==> config.mk <==
export PLATFORM = sky130hd
export DESIGN_NAME = display_varredura
export DESIGN_NICKNAME = d
export VERILOG_FILES = /design/src/rtl/display_varredura.sv
export SDC_FILE = /design/constraint.sdc
export NUM_CORES = 1
export LEC_CHECK = 0
export ABC_AREA = 1
export BUFFER_PORTS_ARGS = -buffer_cell sky130_fd_sc_hd__buf_2
export CORE_ASPECT_RATIO = 0.6
export CORE_MARGIN = 2
export CORE_UTILIZATION = 35
export CTS_CLUSTER_DIAMETER = 40
export CTS_CLUSTER_SIZE = 28
export DETAILED_ROUTE_END_ITERATION = 8
export GPL_ROUTABILITY_DRIVEN = 0
export SETUP_SLACK_MARGIN = 0.4
export SKIP_LAST_GASP = 1
export SLEW_MARGIN = 20
export SYNTH_ARGS = -nofsm -noshare
export SYNTH_HDL_FRONTEND = slang
export SYNTH_SLANG_ARGS = --single-unit
export TNS_END_PERCENT = 100
==> constraint.sdc <==
create_clock -name clock -period 2.27 [get_ports clock]
set_input_delay 0.3405 -clock clock [delete_from_list [all_inputs] [get_ports clock]]
set_output_delay 0.3405 -clock clock [all_outputs]
set_load 0.03 [all_outputs]
==> src/rtl/display_varredura.sv <==
// Time-multiplexed N-digit hex driver for common-anode seven-segment displays.
// Each output is registered from the current scan state, which adds one cycle of latency.
module display_varredura #(
    parameter int DIGITOS       = 4,
    parameter int DIV_VARREDURA = 50000,
    parameter int DIV_PISCA     = 25
) (
    input  logic                   clock,
    input  logic                   reset,
    input  logic                   carregar,
    input  logic [4*DIGITOS-1:0]   valor,
    input  logic                   apagar_zeros,
    input  logic                   piscar,
    output logic [DIGITOS-1:0]     anodo,
    output logic [6:0]             segmentos,
    output logic                   quadro
);
    localparam int IW = (DIGITOS > 1) ? $clog2(DIGITOS) : 1;
    localparam int PW = (DIV_VARREDURA > 1) ? $clog2(DIV_VARREDURA) : 1;
    localparam int FW = (DIV_PISCA > 1) ? $clog2(DIV_PISCA) : 1;

    logic [4*DIGITOS-1:0] sombra;
    logic [PW-1:0]        pre;
    logic [IW-1:0]        idx;
    logic [FW-1:0]        quadros;
    logic                 oculto;
    logic [DIGITOS-1:0]   zeros_acima;
    logic                 fim_pre, fim_idx, virada, apaga;
    logic [3:0]           nib;
    logic [6:0]           seg_prox;

    function automatic logic [6:0] hex7(input logic [3:0] h);
        case (h)
            4'h0: hex7 = 7'b1000000;
            4'h1: hex7 = 7'b1111001;
            4'h2: hex7 = 7'b0100100;
            4'h3: hex7 = 7'b0110000;
            4'h4: hex7 = 7'b0011001;
            4'h5: hex7 = 7'b0010010;
            4'h6: hex7 = 7'b0000010;
            4'h7: hex7 = 7'b1111000;
            4'h8: hex7 = 7'b0000000;
            4'h9: hex7 = 7'b0010000;
            4'hA: hex7 = 7'b0001000;
            4'hB: hex7 = 7'b0000011;
            4'hC: hex7 = 7'b1000110;
            4'hD: hex7 = 7'b0100001;
            4'hE: hex7 = 7'b0000110;
            default: hex7 = 7'b0001110;
        endcase
    endfunction

    // zeros_acima[i] is set when digit i and every more significant digit are zero
    genvar gi;
    generate
        for (gi = 0; gi < DIGITOS; gi++) begin : g_zero
            assign zeros_acima[gi] = (sombra[4*DIGITOS-1:4*gi] == '0);
        end
    endgenerate

    assign fim_pre = (pre == PW'(DIV_VARREDURA - 1));
    assign fim_idx = (idx == IW'(DIGITOS - 1));
    assign virada  = fim_pre && fim_idx;

    always_comb begin
        nib   = 4'h0;
        apaga = 1'b0;
        for (int i = 0; i < DIGITOS; i++) begin
            if (idx == IW'(i)) begin
                nib   = sombra[4*i +: 4];
                apaga = apagar_zeros && (i > 0) && zeros_acima[i];
            end
        end
        seg_prox = (apaga || (piscar && oculto)) ? 7'b1111111 : hex7(nib);
    end

    always_ff @(posedge clock) begin
        if (reset) begin
            sombra    <= '0;
            pre       <= '0;
            idx       <= '0;
            quadros   <= '0;
            oculto    <= 1'b0;
            anodo     <= ~DIGITOS'(1);
            segmentos <= 7'b1000000;
            quadro    <= 1'b0;
        end else begin
            if (carregar)
                sombra <= valor;
            if (fim_pre) begin
                pre <= '0;
                idx <= fim_idx ? '0 : idx + IW'(1);
                // blink phase advances once per DIV_PISCA complete frames
                if (fim_idx) begin
                    if (quadros == FW'(DIV_PISCA - 1)) begin
                        quadros <= '0;
                        oculto  <= ~oculto;
                    end else begin
                        quadros <= quadros + FW'(1);
                    end
                end
            end else begin
                pre <= pre + PW'(1);
            end
            anodo     <= ~(DIGITOS'(1) << idx);
            segmentos <= seg_prox;
            quadro    <= virada;
        end
    end
endmodule

# ---- Yosys cells after proc, flatten, opt, wreduce, memory -nomap -nowiden
# Memory sizes are Yosys's and may differ from the RTL's.
# Cells that the tools add are included.
dict set report classes {
  add_sub_neg 3
  n_bitwise 2
  reduce_logical 14
  shifts 1
  n_eq_ne 5
  n_mux 10
}
# operator count
set ops {}
lappend ops {{adder 16 x 1 -> 16 bit, second input constant} 1}
lappend ops {{equality test 16 bit, second input constant} 1}
lappend ops {{2-to-1 mux 4 bit} 4}
lappend ops {{logical NOT 12 bit} 1}
lappend ops {{logical NOT 8 bit} 1}
lappend ops {{2-to-1 mux 6 bit} 1}
lappend ops {{adder 5 x 1 -> 5 bit, second input constant} 1}
lappend ops {{equality test 5 bit, second input constant} 1}
lappend ops {{logical AND 1 bit} 5}
lappend ops {{2-to-1 mux 5 bit} 1}
lappend ops {{equality test 2 bit, second input constant} 2}
lappend ops {{logical NOT 4 bit} 1}
lappend ops {{NOT 4 bit} 1}
lappend ops {{OR reduction 2 bit} 2}
lappend ops {{<< shifter 1 x 2 -> 4 bit, first input constant} 1}
lappend ops {{2-to-1 mux 1 bit} 3}
lappend ops {{AND reduction 3 bit} 1}
lappend ops {{adder 2 x 1 -> 2 bit, second input constant} 1}
lappend ops {{equality test 2 x 1 -> 1 bit, second input constant} 1}
lappend ops {{logical NOT 2 bit} 1}
lappend ops {{2-to-1 mux 2 bit} 1}
lappend ops {{AND reduction 2 bit} 1}
lappend ops {{logical OR 1 bit} 1}
lappend ops {{NOT 1 bit} 1}
dict set report word_totals {
  wordCells 45
  mem_count 1
  register_bits 52
  inputBits 21
  out_inout_bits 12
  mem_bits_ro 112
}
# name depth width read_ports rd_clocked_by_memory_dff wr line_no
set mem_list {}
lappend mem_list {{(no name shown)} 16 7 1 0 0 33} ;# case (h)

# ---- Depth between registers and ports, before layout
# Gate-level depths: netlist (run 1).
dict set report logic_depth {
  ltp_word 7
  ltp_mapped 16
  depth_no_buf 16
}

# ---- Least setup slack after synthesis (run 1)
# Ideal clock, no wire load.
dict set report synth_timing {
  kind {register to register}
  startpoint {register idx[0]}
  endpoint {register segmentos[0]}
  setup_ps 128
  path_slack_ps 348
  synth_period_minus_slack_ps 1922
  arrival_time_ps 1795
  t_required_ps 2142
  path_stages_with_launch 17
  n_path_buf 1
  cell_sequence {dfxtp_1 > inv_1 > ha_1 > buf_6 > a21oi_1 > nand2_1 > nand2_1 > nand2_1 > ha_1 > inv_1 > nand3_1 > nand2_1 > inv_1 > nand2_1 > nand2_1 > nor2_1 > nor2_1}
}
dict set report synth_between {
  elab_chain_len 7
  elab_cells_between_ends 14
  cone_classes {3 x eq/ne; 8 x mux; 2 x reduce/logical; 1 x memory}
}
# item line_no
set synth_lines {}
lappend synth_lines {{start: declaration} 24} ;# logic [IW-1:0] idx;
lappend synth_lines {{start signal: assignment} 92} ;# idx <= fim_idx ? '0 : idx + IW'(1);
lappend synth_lines {{logical NOT 2 bit} 69} ;# if (idx == IW'(i)) begin
lappend synth_lines {{2-to-1 mux 4 bit (4 in a row)} 69}
lappend synth_lines {{memory read (16 x 7 bit)} n/a}
lappend synth_lines {{2-to-1 mux 6 bit (*)} 74} ;# seg_prox = (apaga || (piscar && oculto)) ? 7'b1111111 : hex7(nib);
lappend synth_lines {{end signal: assignment} 106} ;# segmentos <= seg_prox;
lappend synth_lines {{end: declaration} 15} ;# output logic [6:0] segmentos,
# Mark *: on every way between the ends. The rest lies on a longest branch, timed or not.
# A chain may end at the register's enable or synchronous reset.

# ---- Worst setup path in the final report (run 1)
dict set report layout_timing {
  startpoint {register idx[1]}
  endpoint {register segmentos[0]}
}
# Same word-level chain as after synthesis.

==> impl_metrics.py, run 1 <==
metrics = {
    "routing": {
        "drtIter0Drc": 230,
        "vias": 2451,
        "dr.pass1.iters": 4,
        "viasPerCell": 4.79,
        "wl_per_cell_um": 12.5,
        "ant_nets": 0,
        "drc": 0,
        "drt_wl_total_um": 6390,
    },
    "clock_network": {
        "root_buffer": "clkbuf_16",
        "worstSkewPairLatency_ns": 0.29,
        "cts_buffers": 5,
        "cts_sinks": 52,
        "tritoncts": "done",
        "clk_pin_slew_ns": 0.07,
        "htree_num_levels": 2,
        "holdBufCountCts": 0,
        "cts_max_path_buffers": 2,
    },
    "floorplanning": {
        "die_h_um": 71.9,
        "die_area_mm2": 0.00842,
        "pin_count": 33,
        "std_cell_rows": 24,
        "die_w_um": 117,
        "core_area_mm2": 0.00736,
        "start_util": 0.365,
    },
    "cells_and_area": {
        "drive_gt1_frac": 0.294,
        "fillers": 741,
        "final_cells": 512,
        "fin_area_mm2": 0.00333,
        "antenna_cells": 0,
        "fin_nets": 439,
        "area_growth_pct": 24.0,
        "fin_util": 0.453,
    },
    "grt": {
        "grt_pass1_wl_um": 10700,
        "grt_pass1_vias": 2294,
        "grt_max_degree": 22,
        "gr-total-overflow": 0,
        "grt_antenna_before_repair": 0,
        "grtUsageTotal": 0.161,
    },
    "power": {
        "ir_drop_mv": 0.339,
        "p_leak_nw": 1.42,
        "power_mw": 1.96,
        "powerDensity_mw_per_mm2": 588,
    },
    "sta": {
        "hold_viol": 0,
        "slew_violations": 0,
        "setup_slack_ns": 0.421,
        "tightest_slew_ns": 0.751,
        "finalCritPeriodShare": 0.814,
        "skew_ns": 0.00664,
        "max_freq_mhz": 541,
        "final.min_clock_period_ns": 1.85,
        "rsz0062_at_grt": "yes",
        "setup_viol": 0,
        "max_slew_margin": 0.495,
        "tns_ns": 0,
        "holdWs_ns": 0.267,
    },
    "placement": {
        "place_area_mm2": 0.00293,
        "port_buffers": 32,
        "place_inst": 494,
        "dp_slack_ns": 0.235,
        "dp_hpwl_um": 4550,
    },
    "synthesis": {
        "synthDistinctLibCells": 35,
        "syn_area_mm2": 0.00269,
        "synth_area_leader_cell": "dfxtp_1",
        "ys_seq_elements": 52,
        "synth_nets": 399,
        "synth_area_leaders": "dfxtp_1 39%, nand2_1 9.6%, nor2_1 6.1%",
        "ys_seq_area_frac": 0.387,
        "yosysWarningCount": 0,
        "synth_cells": 367,
        "avgSynthCellArea_um2": 7.33,
        "synth_top_area_share": 0.387,
    },
    "job": {
        "cap_violations": 0,
    },
    "critical_path": {
        "crit_arrival_ns": 2.08,
        "crit_path_cell_trace": "inv_4, ha_4, a21oi_2, nand2_2, buf_6, a21boi_4, buf_4, ha_2, nand2_1, nand2_1, nor2_1, nor2_1",
        "required_ns": 2.50,
        "start_kind": "flop",
        "slowest_delay_ns": 0.40,
        "path_class": "flop to flop",
        "end_kind": "flop",
        "slowest_stage": "dfxtp_4",
        "cp_max_fo": 6,
    },
    "worst_hold_path": {
        "worstHoldPathType": "input pin to flop",
    },
    "status": {
        "status": "finished clean",
    },
}
-- final cells by class --
type	instances	area, um^2	area share
Clock buffer	8	146	0.0439
Inverter	46	185	0.0556
Multi-Input combinational cell	259	1560	0.469
Sequential cell	52	1050	0.315
Tap cell	104	130	0.0390
Timing Repair Buffer	43	259	0.0777
-- critical path, delay by kind of cell (launching register included) --
family          cells  cell delay [ns]
flops               1             0.40
compound gates      2             0.37
fa+ha+maj           2             0.36
buf+inv             3             0.34
simple gates        5             0.30
-- layer usage --
metal | global-route usage | part of all wire
met1 | 0.236 | 0.52
met2 | 0.231 | 0.42
met3 | 0.0426 | 0.059
met4 | 0.0458 | 0.0077
met5 | 0 | 0
-- Yosys cell counts --
master / number
a211oi_1: 1
a21boi_2: 1
a21boi_4: 1
a21oi_1: 29
a21oi_2: 4
a31oi_1: 1
buf_4: 2
buf_6: 2
clkbuf_1: 6
dfxtp_1: 52
ha_1: 11
inv_1: 34
inv_2: 11
inv_4: 1
nand2_1: 69
nand2_2: 8
nand2_4: 2
nand3_1: 24
nand3_2: 4
nand3b_1: 2
nand4_1: 11
nor2_1: 44
nor2_2: 5
nor2_4: 3
nor2_8: 1
nor3_1: 8
nor3_2: 2
nor4_1: 2
nor4_2: 1
o21a_1: 1
o21ai_0: 19
o21ai_1: 1
or2_2: 1
xnor2_1: 1
xor2_1: 2
-- registers in the layout (all words and copies together), names as in the netlist --
signal	cells
pre	16
sombra	16
segmentos	7
quadros	5
anodo	4
idx	2
oculto	1
quadro	1
-- cell families (layout without fill, tap and decap cells) --
logic type                 after synthesis  in the layout  synth area share
AOI/OAI and AO/OA                       58             58             0.123
and+or+nand+nor                        187            187             0.341
adders and majority gates               11             11            0.0512
DFF                                     52             52             0.387
xor gates and xnor gates                 3              3           0.00977
buffers and inverters                   56             97            0.0875
-- power by group --
| part | leakage, nW | switching, mW | internal (mW) |
|---|---|---|---|
| registers | 0.427 | 0.0181 | 0.944 |
| clock network | 0.0712 | 0.330 | 0.441 |
| logic | 0.923 | 0.141 | 0.0868 |
| total | 1.42 | 0.489 | 1.47 |
-- cells in the final DEF, fill, tap and decap left out, drive strengths merged --
cell type	Yosys	routed
ha	11	11
nand3	28	28
dfxtp	52	52
nor2	53	53
clkbuf	6	8
nor3	10	10
a21boi	2	2
nand3b	2	2
nand4	11	11
nor4	3	3
o21ai	20	20
inv	46	46
buf	4	43
a21oi	33	33
xor2	2	2
nand2	79	79
a211oi	1	1
a31oi	1	1
o21a	1	1
or2	1	1
xnor2	1	1
-- final timing paths --
| check | from | end | slack, ns | cells after the start |
|---|---|---|---|---|
| max | idx[1]$_SDFFE_PP0N_ | segmentos[0]$_SDFF_PP0_ | 0.42 | 12 |
| min | valor[11] | sombra[11]$_SDFFE_PP0P_ | 0.27 | 3 |
| max reg2reg | idx[1]$_SDFFE_PP0N_ | segmentos[0]$_SDFF_PP0_ | 0.42 | 12 |
| min reg2reg | pre[0]$_SDFF_PP0_ | pre[0]$_SDFF_PP0_ | 0.46 | 1 |
-- what timing repair did --
action	CTS	global route
setup endpoints to repair	6	9
pin swaps	1	18
gates resized for setup	11	29
setup buffers	1	9
Power figures use the tool's default switching activity.
==> run 2: changes to the inputs <==
==> constraint.sdc (replaced) <==
create_clock -name clock -period 1.69 [get_ports clock]
set_input_delay 0.2535 -clock clock [delete_from_list [all_inputs] [get_ports clock]]
set_output_delay 0.2535 -clock clock [all_outputs]
set_load 0.03 [all_outputs]
==> run 2 against run 1 <==
Net effect:
- the run now ends with negative setup slack left
- utilization is 4.0 points higher
- largest power group unchanged
- sequential share of layout area is 2.1 points lower
- non-clock buffer count rose by 21
- final cell count grew 4.3%
- register-to-register slack lost 0.44 ns
- sequential power grew 35%
- die area unchanged
- clock-buffer cell count is 2 lower
- flip-flop and latch count did not move
- maximum frequency is 8.0% higher
==> impl_metrics.py, run 2 (synthesis results as in run 1) <==
metrics = {
    "sta": {
        "setup_viol": 4,
        "hold_viol": 0,
        "final.min_clock_period_ns": 1.71,
        "finalCritPeriodShare": 1.01,
        "skew_ns": 0.00615,
        "rsz0062_at_grt": "yes",
        "holdWs_ns": 0.177,
        "max_slew_margin": 0.609,
        "tightest_slew_ns": 0.585,
        "setup_slack_ns": -0.0217,
        "slew_violations": 0,
        "max_freq_mhz": 584,
    },
    "grt": {
        "grt_max_degree": 22,
        "grt_pass1_vias": 2313,
        "grtUsageTotal": 0.170,
        "grt_pass1_wl_um": 11100,
        "grt_antenna_before_repair": 0,
        "gr-total-overflow": 0,
    },
    "routing": {
        "drc": 0,
        "drtIter0Drc": 173,
        "dr.pass1.iters": 4,
        "drt_wl_total_um": 6900,
        "viasPerCell": 4.81,
        "vias": 2566,
        "ant_nets": 0,
        "wl_per_cell_um": 12.9,
    },
    "critical_path": {
        "reg2reg_depth": 16,
        "crit_arrival_ns": 1.91,
        "path_class": "flop to flop",
        "reg2reg_slack_ns": -0.02,
        "required_ns": 1.88,
        "endpoint": "segmentos[0]$_SDFF_PP0_",
        "crit_start": "idx[1]$_SDFFE_PP0N_",
        "r2r-start": "idx[1]$_SDFFE_PP0N_",
        "end_kind": "flop",
        "timing.rr.end": "segmentos[0]$_SDFF_PP0_",
        "start_kind": "flop",
        "cp_max_fo": 6,
    },
    "power": {
        "powerDensity_mw_per_mm2": 768,
        "p_clk_frac": 0.418,
        "switchingPower_uw": 692,
        "swShare": 0.248,
        "power_mw": 2.79,
        "p_leak_nw": 1.61,
        "internal_power_mw": 2.09,
        "ir_drop_mv": 0.438,
        "pwr-share-seq": 0.465,
        "p_comb_frac": 0.117,
    },
    "cells_and_area": {
        "fin_nets": 461,
        "final_cells": 534,
        "mostFrequentLayoutCells": "62 x nand2_1, 42 x dfxtp_1, 40 x nor2_1",
        "top_regs": "pre (16), sombra (16), segmentos (7)",
        "antenna_cells": 0,
        "area_growth_pct": 34.9,
        "fin_util": 0.493,
        "drive_gt1_frac": 0.391,
        "final_common_cell": "nand2_1",
    },
    "floorplanning": {
        "die_h_um": 71.9,
        "die_w_um": 117,
        "die_area_mm2": 0.00842,
        "start_util": 0.365,
        "std_cell_rows": 24,
        "pin_count": 33,
        "core_area_mm2": 0.00736,
    },
    "clock_network": {
        "worstSkewPairLatency_ns": 0.30,
        "cts_sinks": 52,
        "htree_num_levels": 2,
        "cts_buffers": 5,
        "cts_max_path_buffers": 2,
        "tritoncts": "done",
        "root_buffer": "clkbuf_16",
        "clk_pin_slew_ns": 0.07,
    },
    "placement": {
        "port_buffers": 32,
        "place_inst": 512,
        "dp_slack_ns": -0.132,
        "dp_hpwl_um": 4940,
    },
    "status": {
        "status": "finished with violations",
        "violations": "negative setup slack",
    },
    "job": {
        "cap_violations": 0,
    },
    "worst_hold_path": {
        "worstHoldPathType": "input pin to flop",
    },
}
## run 2: worst min-delay path by stage
stage                            from                      end  slack, ns  depth (start not counted)
finish                       valor[1]   sombra[1]$_SDFFE_PP0P_       0.18                          3
global route                 valor[2]   sombra[2]$_SDFFE_PP0P_       0.19                          3
CTS                         valor[10]  sombra[10]$_SDFFE_PP0P_       0.17                          3
detailed placement  pre[0]$_SDFF_PP0_        pre[0]$_SDFF_PP0_       0.44                          1
global placement    pre[0]$_SDFF_PP0_        pre[0]$_SDFF_PP0_       0.43                          1
floorplan                       reset      oculto$_SDFFE_PP0P_       0.32                          1
## run 2: final cells by class
cell class / count / area (um^2)
repair buffers: 64 / 428
clock inverters: 2 / 35.0
fillers: 695 / 3730
multi-input cells: 260 / 1650
flip-flops and latches: 52 / 1060
well taps: 104 / 130
inverters: 46 / 190
clock buffers: 6 / 129
## run 2: layer usage
layer / vias to the layer above / GRT usage / routed length [um]
met5: - / 0 / 0
met2: 55 / 0.231 / 2770
met1: 1182 / 0.261 / 3680
li1: 1321 / - / -
met3: 8 / 0.0376 / 342
met4: 0 / 0.0627 / 101
## run 2: through the flow
stage	instance area, um^2	TNS [ns]
2_1_floorplan	2790	-0.0368
3_3_place_gp	3170	-0.306
3_5_place_dp	3170	-0.651
4_1_cts	3450	-0.00843
5_1_grt	3630	-0.843
6_report	3630	-0.0430
## run 2: critical path, cell delays in order, from the launching register on
cell	delay (ns)
dfxtp_4	0.37
inv_4	0.07
ha_4	0.17
inv_2	0.07
nand3_1	0.09
nand2_2	0.08
nand2_2	0.09
nand2_4	0.06
ha_4	0.16
inv_4	0.06
nand3_2	0.05
nand2_1	0.06
inv_1	0.04
nand2_1	0.04
nand2_1	0.05
nor2_1	0.10
nor2_1	0.04
## run 2: power by group through the flow
stage	clock network [mW]	registers, mW	logic (mW)
floorplan	0	1.34	0.168
global placement	0	1.32	0.290
detailed placement	0	1.33	0.292
CTS	1.20	1.30	0.306
global route	1.25	1.30	0.362
finish	1.17	1.30	0.325
## run 2: what timing repair did
action / CTS / global route
pin swaps: 9 / 9
gates cloned: 0 / 1
hold endpoints to repair: 0 / 0
hold buffers: 0 / 0
setup buffers: 6 / 7
resized for setup: 19 / 36
setup endpoints to repair: 29 / 30
==> run 3: changes to the inputs <==
--- a/config.mk
+++ b/config.mk
@@ -9,11 +9,12 @@
 export BUFFER_PORTS_ARGS = -buffer_cell sky130_fd_sc_hd__buf_2
 export CORE_ASPECT_RATIO = 0.6
 export CORE_MARGIN = 2
-export CORE_UTILIZATION = 35
+export CORE_UTILIZATION = 40
 export CTS_CLUSTER_DIAMETER = 40
 export CTS_CLUSTER_SIZE = 28
 export DETAILED_ROUTE_END_ITERATION = 8
 export GPL_ROUTABILITY_DRIVEN = 0
+export MAX_ROUTING_LAYER = met4
 export SETUP_SLACK_MARGIN = 0.4
 export SKIP_LAST_GASP = 1
 export SLEW_MARGIN = 20
==> run 3 against run 2 <==
Net effect:
- the run still ends with negative setup slack left
- critical path depth decreased by 5
- final cell count shrank 1.5%
- sequential share of layout area decreased by 0.23 points
- critical path type unchanged
- largest power group unchanged
==> impl_metrics.py, run 3 (synthesis results as in run 1) <==
metrics = {
    "routing": {
        "ant_nets": 0,
        "dr.pass1.iters": 4,
        "vias": 2523,
        "drt_wl_total_um": 6620,
        "drtIter0Drc": 189,
        "wl_per_cell_um": 12.6,
        "drc": 0,
        "viasPerCell": 4.80,
    },
    "sta": {
        "tns_ns": -0.256,
        "skew_ns": 0.00871,
        "finalCritPeriodShare": 1.04,
        "max_freq_mhz": 568,
        "max_slew_margin": 0.641,
        "final.min_clock_period_ns": 1.76,
        "slew_violations": 0,
        "setup_viol": 5,
        "rsz0062_at_grt": "yes",
        "hold_viol": 0,
        "tightest_slew_ns": 0.538,
        "setup_slack_ns": -0.0699,
    },
    "clock_network": {
        "cts_sinks": 52,
        "root_buffer": "clkbuf_8",
        "worstSkewPairLatency_ns": 0.31,
        "holdBufCountCts": 0,
        "htree_num_levels": 2,
        "tritoncts": "done",
        "cts_max_path_buffers": 2,
        "clk_pin_slew_ns": 0.10,
        "cts_buffers": 5,
    },
    "worst_hold_path": {
        "holdCritStartpoint": "valor[2]",
        "worstHoldPathType": "input pin to flop",
        "holdPathEnd": "sombra[2]$_SDFFE_PP0P_",
        "holdPathStages": 3,
    },
    "grt": {
        "gr-total-overflow": 0,
        "grt_pass1_vias": 2310,
        "grt_max_degree": 22,
        "grtUsageTotal": 0.194,
        "grt_antenna_before_repair": 0,
        "grt_pass1_wl_um": 10800,
    },
    "cells_and_area": {
        "mostFrequentLayoutCells": "63 x nand2_1, 44 x dfxtp_1, 42 x nor2_1",
        "final_common_cell": "nand2_1",
        "antenna_cells": 0,
        "top_regs": "pre (16), sombra (16), segmentos (7)",
        "fin_area_mm2": 0.00364,
        "area_growth_pct": 35.3,
        "final_cells": 526,
        "fin_nets": 470,
        "multi_input_area_mm2": 0.00165,
        "drive_gt1_frac": 0.394,
        "seq_area_mm2": 0.00106,
        "fillers": 628,
    },
    "power": {
        "p_leak_nw": 1.62,
        "power_mw": 2.40,
        "ir_drop_mv": 0.338,
        "powerDensity_mw_per_mm2": 658,
    },
    "floorplanning": {
        "die_w_um": 110,
        "die_h_um": 67.5,
        "start_util": 0.408,
        "std_cell_rows": 23,
        "core_area_mm2": 0.00659,
        "die_area_mm2": 0.00742,
        "pin_count": 33,
    },
    "critical_path": {
        "start_kind": "flop",
        "cp_max_fo": 8,
        "reg2reg_slack_ns": -0.07,
        "r2r-start": "idx[1]$_SDFFE_PP0N_",
        "end_kind": "flop",
        "reg2reg_depth": 11,
        "crit_arrival_ns": 2.00,
        "path_class": "flop to flop",
        "timing.rr.end": "segmentos[5]$_SDFF_PP0_",
        "required_ns": 1.93,
    },
    "job": {
        "cap_violations": 0,
    },
    "status": {
        "violations": "negative setup slack",
        "status": "finished with violations",
    },
    "placement": {
        "dp_hpwl_um": 4700,
        "place_area_mm2": 0.00314,
        "place_inst": 495,
        "port_buffers": 32,
    },
}
run 3: cell types whose count changed in the layout (fill, tap and decap cells not counted), moves of 3 or more:
cell / delta
buf_6: +14
nand3_1: -4
clkbuf_16: -5
a21oi_2: -3
nand3_2: +3
clkbuf_8: +6
run 3: critical path, cell delays in order (launching register included):
cell	delay (ns)
dfxtp_4	0.37
buf_6	0.11
ha_4	0.18
buf_4	0.14
a21oi_4	0.13
nand2_1	0.08
nand2_2	0.11
ha_2	0.19
inv_2	0.05
nor3_2	0.16
nor2_1	0.06
a21oi_1	0.11
run 3: timing repair:
item	4_1_cts	5_1_grt
setup buffers	12	11
gates resized for setup	32	31
setup endpoints to repair	30	32
pin swaps	16	17
run 3: worst max-delay path by stage:
| stage | to | from | cells past startpoint | slack [ns] |
|---|---|---|---|---|
| after global routing | segmentos[0]$_SDFF_PP0_ | idx[1]$_SDFFE_PP0N_ | 15 | -0.21 |
| after floorplan | segmentos[0]$_SDFF_PP0_ | idx[0]$_SDFFE_PP0N_ | 16 | -0.04 |
| after global placement | segmentos[0]$_SDFF_PP0_ | idx[0]$_SDFFE_PP0N_ | 15 | -0.05 |
| final | segmentos[5]$_SDFF_PP0_ | idx[1]$_SDFFE_PP0N_ | 11 | -0.07 |
| after detailed placement | segmentos[0]$_SDFF_PP0_ | idx[1]$_SDFFE_PP0N_ | 15 | -0.1 |
| after CTS | segmentos[3]$_SDFF_PP0_ | idx[1]$_SDFFE_PP0N_ | 11 | -0.05 |
run 3: final cells by class:
class	instances	area share
inverter	46	0.0523
clock inverter	1	0.00206
clock buffer	7	0.0237
timing repair buffer	74	0.147
tap	87	0.0299
sequential	52	0.291
multi-input combinational	259	0.454
run 3: power breakdown:
| group | switching [mW] | internal, mW | total (mW) |
|---|---|---|---|
| Combinational | 0.195 | 0.142 | 0.337 |
| Clock | 0.429 | 0.334 | 0.763 |
| Sequential | 0.0278 | 1.27 | 1.30 |
run 3: per-stage QoR:
stage | hold WS, ns | utilization | setup slack [ns]
floorplan | 0.323 | - | -0.0368
global placement | 0.435 | 0.476 | -0.0481
detailed placement | 0.437 | 0.476 | -0.0999
CTS | 0.153 | 0.523 | -0.0491
global route | 0.171 | 0.552 | -0.207
finish | 0.164 | 0.552 | -0.0699
run 3: metal layers:
metal  up-vias  part of all wire  track usage
met5         -                 0            -
met4         0            0.0082       0.0443
met3         8             0.043       0.0386
met2        50              0.41        0.277
met1      1132              0.54        0.280
li1       1333                 -            -
